File: config.mk
export PLATFORM = sky130hd
export DESIGN_NAME = dist_ram_arbiter
export DESIGN_NICKNAME = d
export VERILOG_FILES = /design/src/rtl/dist_ram_arb_pkg.sv /design/src/rtl/dist_ram_arb_pick.sv /design/src/rtl/dist_ram_arbiter.sv
export SDC_FILE = /design/constraint.sdc
export NUM_CORES = 1
export LEC_CHECK = 0
export ABC_CLOCK_PERIOD_IN_PS = 1740
export BUFFER_PORTS_ARGS = -buffer_cell sky130_fd_sc_hd__buf_2
export CAP_MARGIN = 10
export CORE_MARGIN = 2
export CORE_UTILIZATION = 43
export DETAILED_ROUTE_END_ITERATION = 10
export PLACE_DENSITY = 0.87
export REMOVE_ABC_BUFFERS = 1
export SLEW_MARGIN = 20
export SYNTH_ARGS = -nofsm -noshare
export SYNTH_HDL_FRONTEND = slang
export SYNTH_SLANG_ARGS = --single-unit
File: constraint.sdc
create_clock -name clk -period 1.74 [get_ports clk]
set_input_delay 0.087 -clock clk [delete_from_list [all_inputs] [get_ports clk]]
set_output_delay 0.087 -clock clk [all_outputs]
set_load 0.01 [all_outputs]
File: src/rtl/dist_ram_arb_pkg.sv
// Shared types and default widths for the dist_ram two-port arbiter.
package dist_ram_arb_pkg;
    localparam int DEF_ADDR_W = 10;
    localparam int DEF_DATA_W = 32;

    typedef enum logic {IDLE = 1'b0, ACCESS = 1'b1} arb_state_t;

    typedef logic arb_port_t;
endpackage

File: src/rtl/dist_ram_arb_pick.sv
// Combinational grant for two requesters. Round-robin pointer exists only
// when DIST_RAM_ARB_RR_EN is defined; otherwise port 0 has fixed priority.
module dist_ram_arb_pick
    import dist_ram_arb_pkg::*;
(
`ifdef DIST_RAM_ARB_RR_EN
    input  logic       clk,
    input  logic       rst,
    input  logic       adv,
`endif
    input  logic [1:0] valid,
    output logic [1:0] grant
);

`ifdef DIST_RAM_ARB_RR_EN
    arb_port_t ptr;

    // Pointer moves to the port that did not just win.
    always_ff @(posedge clk) begin
        if (rst)
            ptr <= 1'b0;
        else if (adv)
            ptr <= grant[0];
    end

    assign grant[0] = valid[0] & (~valid[1] | (ptr == 1'b0));
    assign grant[1] = valid[1] & (~valid[0] | (ptr == 1'b1));
`else
    assign grant[0] = valid[0];
    assign grant[1] = valid[1] & ~valid[0];
`endif

endmodule

File: src/rtl/dist_ram_arbiter.sv
// Serialises port 0 (core) and port 1 (loader) onto one dist_ram port.
// Define DIST_RAM_ARB_RR_EN for round-robin; default is fixed priority to port 0.
module dist_ram_arbiter
    import dist_ram_arb_pkg::*;
#(
    parameter int ADDR_W = DEF_ADDR_W,
    parameter int DATA_W = DEF_DATA_W
) (
    input  logic              clk,
    input  logic              rst,
    input  logic              p0_req_valid,
    output logic              p0_req_ready,
    input  logic              p0_req_we,
    input  logic [ADDR_W-1:0] p0_req_addr,
    input  logic [DATA_W-1:0] p0_req_wdata,
    output logic              p0_resp_valid,
    output logic [DATA_W-1:0] p0_resp_rdata,
    input  logic              p1_req_valid,
    output logic              p1_req_ready,
    input  logic              p1_req_we,
    input  logic [ADDR_W-1:0] p1_req_addr,
    input  logic [DATA_W-1:0] p1_req_wdata,
    output logic              p1_resp_valid,
    output logic [DATA_W-1:0] p1_resp_rdata,
    output logic              ram_we,
    output logic [ADDR_W-1:0] ram_addr,
    output logic [DATA_W-1:0] ram_wdata,
    input  logic [DATA_W-1:0] ram_rdata
);
    arb_state_t        state, state_nxt;
    logic [1:0]        grant;
    logic              accept;
    arb_port_t         acc_port, resp_port;
    logic              resp_vld;
    logic [DATA_W-1:0] resp_data;

    dist_ram_arb_pick u_pick (
`ifdef DIST_RAM_ARB_RR_EN
        .clk   (clk),
        .rst   (rst),
        .adv   (accept),
`endif
        .valid ({p1_req_valid, p0_req_valid}),
        .grant (grant)
    );

    always_comb begin
        state_nxt    = state;
        p0_req_ready = 1'b0;
        p1_req_ready = 1'b0;
        accept       = 1'b0;
        case (state)
            IDLE: begin
                p0_req_ready = grant[0] & ~rst;
                p1_req_ready = grant[1] & ~rst;
                accept       = (|grant) & ~rst;
                if (accept)
                    state_nxt = ACCESS;
            end
            ACCESS:  state_nxt = IDLE;
            default: state_nxt = IDLE;
        endcase
    end

    // ram_we is cleared every cycle so a latched write drives the RAM for one cycle only.
    always_ff @(posedge clk) begin
        if (rst) begin
            state     <= IDLE;
            ram_we    <= 1'b0;
            ram_addr  <= '0;
            ram_wdata <= '0;
            acc_port  <= 1'b0;
            resp_vld  <= 1'b0;
            resp_port <= 1'b0;
            resp_data <= '0;
        end else begin
            state    <= state_nxt;
            ram_we   <= 1'b0;
            resp_vld <= 1'b0;
            if (accept) begin
                ram_we    <= grant[1] ? p1_req_we    : p0_req_we;
                ram_addr  <= grant[1] ? p1_req_addr  : p0_req_addr;
                ram_wdata <= grant[1] ? p1_req_wdata : p0_req_wdata;
                acc_port  <= arb_port_t'(grant[1]);
            end
            if (state == ACCESS) begin
                resp_vld  <= 1'b1;
                resp_port <= acc_port;
                resp_data <= ram_we ? '0 : ram_rdata;
            end
        end
    end

    assign p0_resp_valid = resp_vld & (resp_port == 1'b0);
    assign p1_resp_valid = resp_vld & (resp_port == 1'b1);
    assign p0_resp_rdata = p0_resp_valid ? resp_data : '0;
    assign p1_resp_rdata = p1_resp_valid ? resp_data : '0;

endmodule

### Yosys cells after proc, flatten, opt, wreduce, memory -nomap -nowiden

Cells that the tools add are included.

* logic and storage cells: 33
* bits of input ports: 122
* flip-flop bits (word level): 79
* output and inout bits: 111

* muxes and demuxes: 12
* reduce and logical (&&, ||, !) cells: 2
* bitwise operators: 11

Operators with widths (number)
* 2-to-1 mux 32 bit: 4
* 2-to-1 mux 10 bit: 1
* bitwise AND 1 bit: 6
* 2-to-1 mux 1 bit: 6
* NOT 1 bit: 5
* OR reduction 2 bit: 2
* one-hot mux 1 bit (2 select lines): 1

### Longest topological paths before layout

* depth after elaboration: 7
* depth in mapped cells: 6

### Hierarchy

Synthesis repeated with hierarchy kept, for this count alone.

* cell total of the unflattened synthesis: 361
* area, all modules: 3744.8 µm²

By module, submodules not included
* dist_ram_arbiter: cells each 359, area an instance 3723.6 µm², sequential area each 1581.5 µm², times used 1
* dist_ram_arb_pick: cells each 2, area an instance 21.3 µm², sequential area each 0.0 µm², times used 1

### Worst setup path before layout

Ideal clock, no wire load.

* path type: reg2reg
* from: register state
* to: register ram_addr[1]
* cell stages (with the launch flop): 6
* period minus slack after synthesis: 1.272 ns
* slack: 0.468 ns
* path buffers: 2
* data arrival time: 1.183 ns
* cell sequence: dfxtp_1 -> nor2_1 -> buf_2 -> buf_2 -> a21oi_1 -> a311oi_2

* longest elaborated chain between the ends: 1

Ends and longest elaborated chain
* from (decl): line dist_ram_arbiter.sv:30 `arb_state_t state, state_nxt;`
* from (signal assigned): line dist_ram_arbiter.sv:77 `state <= state_nxt;`
* 2-to-1 mux 1 bit: line dist_ram_arbiter.sv:52 `case (state)`
* to (signal assigned): line dist_ram_arbiter.sv:82 `ram_addr <= grant[1] ? p1_req_addr : p0_req_addr;`
* to (decl): line dist_ram_arbiter.sv:26 `output logic [ADDR_W-1:0] ram_addr,`

Every way passes these cells.
A chain may end at the register's enable or synchronous reset.

### Worst setup path in the final report

* from: input port p0_req_valid
* to: register ram_wdata[6]

* longest elaborated chain between the ends: 5
* elaborated cells between the ends (all ways): 6
* classes of those cells: mux (2); bitwise (3); reduce/logical (1)

Ends and longest elaborated chain
* from (decl): line dist_ram_arbiter.sv:11 `input logic p0_req_valid,`
* NOT 1 bit: line dist_ram_arb_pick.sv:30 `assign grant[1] = valid[1] & ~valid[0];`
* bitwise AND 1 bit: line dist_ram_arb_pick.sv:30
* OR reduction 2 bit: line dist_ram_arbiter.sv:56 `accept = (|grant) & ~rst;`
* bitwise AND 1 bit: line dist_ram_arbiter.sv:56
* 2-to-1 mux 1 bit: line dist_ram_arbiter.sv:52
* to (signal assigned): line dist_ram_arbiter.sv:83 `ram_wdata <= grant[1] ? p1_req_wdata : p0_req_wdata;`
* to (decl): line dist_ram_arbiter.sv:27 `output logic [DATA_W-1:0] ram_wdata,`

Parallel ways exist; a longest one is shown, timed or not.

==> summary.md <==
| Metric | Value |
|---|---|
| Outcome | finished, final reports clean |
| Period utilization | 0.931 |
| Power consumption | roughly 4500 uW |
| Post-synth EDFFs | 0 |
| Ports | around 230 |
| Remaining DRCs | 0 |
| Clock latency on the worst-skew pair | 340 ps |
| GRT Residual Overflow | 0 |
| Setup crit start kind | input pin |
| CP Capture Type | register |
| Worst EP required | 1910 ps |
| Met3 wire length | 1030 um |
| Drt first pass iters | 4 |
| Top Metal Used | met4 |
| Starting Density | 0.437 |
| Crit-path max FO | 44 |
| Max incr delay on CP | 590 ps |
| Reg2Reg Setup Slack | 190 ps |
| PortBufs | 232 |
| Die width | 97.2 um |
| Hold Slack | roughly 26 ps |
| Mapped cell area | 3740 um2 |
| Vias/cell | 5.36 |
| Full die area | 9450 um2 |
| Final WL | 11800 um |
| Relative slew slack | 0.537 |
| Post-route minimum period | 1620 ps |
| Placer Congestion | roughly 0.82 |
| Initial detailed-routing violation count | 130 |
| Die Ht | approximately 97 um |
| Synthesized area per cell | 9.18 um2 |
| CP delay by family, top | buffers and inverters |
| Placed inst area | 4930 um2 |
| Hold WC Path Type | in2reg |
| CTS max path bufs | 2 |
| DRT antenna net count | 0 |
| Achievable Freq | between 600 and 700 MHz |
| VDD IR max | 0.479 mV |
| CTS Buf Count | 9 |
| Critical path class | in2reg |
| Yosys warns | 0 |
| Sequential cell area fraction in the yosys report | 0.423 |
| Met2 wire length | 5810 um |
| Final setup violating endpoints | 0 |
| Slowest stage cell, crit path | and2_4 |
| Nets | slightly below 800 |
| Number of fill cells | 670 |
| H-tree Lvls | 3 |
| Share of cells above drive strength 1 | 0.457 |
| Synth top area cells | dfxtp_1, a311oi_2, nand2_1 |
| Largest net degree at the start of global routing | 76 |
| Initial antenna violation count | 0 |
| Number of diodes | 0 |
| Slew Limit Fails | 0 |
| Global-route wire length before repair | roughly 19000 um |
| Yosys cell types | 23 |
| Worst Path Arrival | 1790 ps |
| Clock skew | 10.7 ps |
| Vias | a little over 4000 |
| Worst slew pin tran | 695 ps |
| Final Hold Violating Endpoints | 0 |
| Pwr dens | 814 nW/um2 |
| Cell area after layout | 5530 um2 |
| Setup bufs post-CTS | 0 |
| Average wire per cell in the routed design | about 15 um |
| Vias in the first global route | 4017 |
| Clock Sink Count | 79 |
| RSZ-0062 raised after global routing | no |
| Worst-path cell chain | dlygate4sd3_1 -> buf_2 -> or2_1 -> and2_4 -> a311oi_2 |
| Post-synth ARST share | 0 |
| Post-DP HPWL | 7790 um |
| Leak Pwr | 0.00280 uW |
| Synth-to-Final Area Change | 48.0% |
| Root Buffer | clkbuf_8 |
| Buffer and inverter count on the worst path | 2 |
| Cell taking the most area after synthesis | dfxtp_1 |
| CORE AREA | 8550 um2 |
| Synth top area share | 0.423 |
| Met1 Wirelength | 4530 um |
| TritonCTS clock tree | built |
| Cells after Synth | 407 |
| Gr usage total | 0.243 |
| #FFs+latches synth | 79 |
| MaxCap Viol Count | 0 |
| Worst-path clk slew | 80 ps |
| Most used DFF post-synth | dfxtp_1 |
| Cell Rows | 34 |
state kept, by name, summed over array words and instances (netlist names):
register / flops
ram_we: 1
ram_addr: 10
ram_wdata: 32
resp_vld: 1
acc_port: 1
state: 1
resp_data: 32
resp_port: 1
per-stage QoR:
stage	worst slack (ps)	util	instances	setup TNS (ps)
floorplan	-2080	-	362	-141720
global placement	280	0.576	711	0
detailed placement	200	0.576	711	0
CTS	148	0.647	762	0
global route	61.8	0.647	762	0
finish	120	0.647	762	0
repair_timing:
| item | 4_1_cts | 5_1_grt |
|---|---|---|
| resized for setup | 0 | 0 |
| hold endpoints to repair | 36 | 0 |
| hold buffers | 37 | 0 |
final cells by class:
| class | instances | area, um2 | share of cell area |
|---|---|---|---|
| clock buffers | 10 | 138 | 0.0249 |
| repair buffers | 278 | 1620 | 0.294 |
| well taps | 108 | 135 | 0.0244 |
| inverters | 1 | 3.75 | 0.000679 |
| flip-flops and latches | 79 | 1580 | 0.286 |
| clock inverters | 4 | 95.1 | 0.0172 |
| multi-input cells | 282 | 1950 | 0.353 |
layer usage:
metal | vias up | global-route usage
li1 | 1951 | -
met1 | 1867 | 0.284
met2 | 237 | 0.421
met3 | 33 | 0.0568
met4 | 0 | 0.113
met5 | - | 0
worst reg2reg max path, stage by stage (launching register included):
cell and delay (ps):
dfxtp_1 370, nor2_4 150, and2_4 610, a311oi_2 250
placed cells by master (no fill, tap or decap), drive strengths merged:
| cell | count |
|---|---|
| dfxtp | 79 |
| buf | 241 |
| mux2i | 1 |
| a21oi | 43 |
| a21boi | 1 |
| a22o | 32 |
| nand2b | 1 |
| clkinv | 1 |
| inv | 1 |
| nand2 | 86 |
| nor3 | 2 |
| nor2b | 2 |
| and2 | 35 |
| clkbuf | 10 |
| or2 | 1 |
| a311oi | 42 |
| nor2 | 3 |
| and3 | 32 |
| dlygate4sd3 | 37 |
| bufinv | 3 |
| a211oi | 1 |
where the power goes:
group | internal, uW | switching (uW) | leakage, uW
clock network | 975 | 638 | 0.000118
registers | 1940 | 80.7 | 0.000650
logic | 405 | 459 | 0.00203
total | 3320 | 1180 | 0.00280
worst paths after layout:
path | depth (start not counted) | startpoint | endpoint
worst max-delay path | 5 | p0_req_valid | ram_wdata[6]
worst min register to register | 1 | resp_data[3] | resp_data[3]
worst min-delay path | 3 | p0_req_wdata[19] | ram_wdata[19]
worst max register to register | 3 | state | ram_wdata[6]
synth_stat cells (2+ instances only):
master	instances
and3_1	32
and2_1	34
clkbuf_1	28
dfxtp_1	79
buf_2	7
buf_6	6
nor2_1	3
buf_1	4
a311oi_1	3
nand2_1	86
a311oi_2	39
a21oi_1	43
a22o_1	32
nor2b_1	2
logic make-up after synthesis:
family | count (synthesis) | share of synthesized area
AND/OR/NAND/NOR | 162 | 0.213
AO/OA/AOI/OAI | 119 | 0.300
buffers and inverters | 46 | 0.0606
multiplexers | 1 | 0.00268
flip-flops | 79 | 0.423
(Power assumes the default switching activity.)
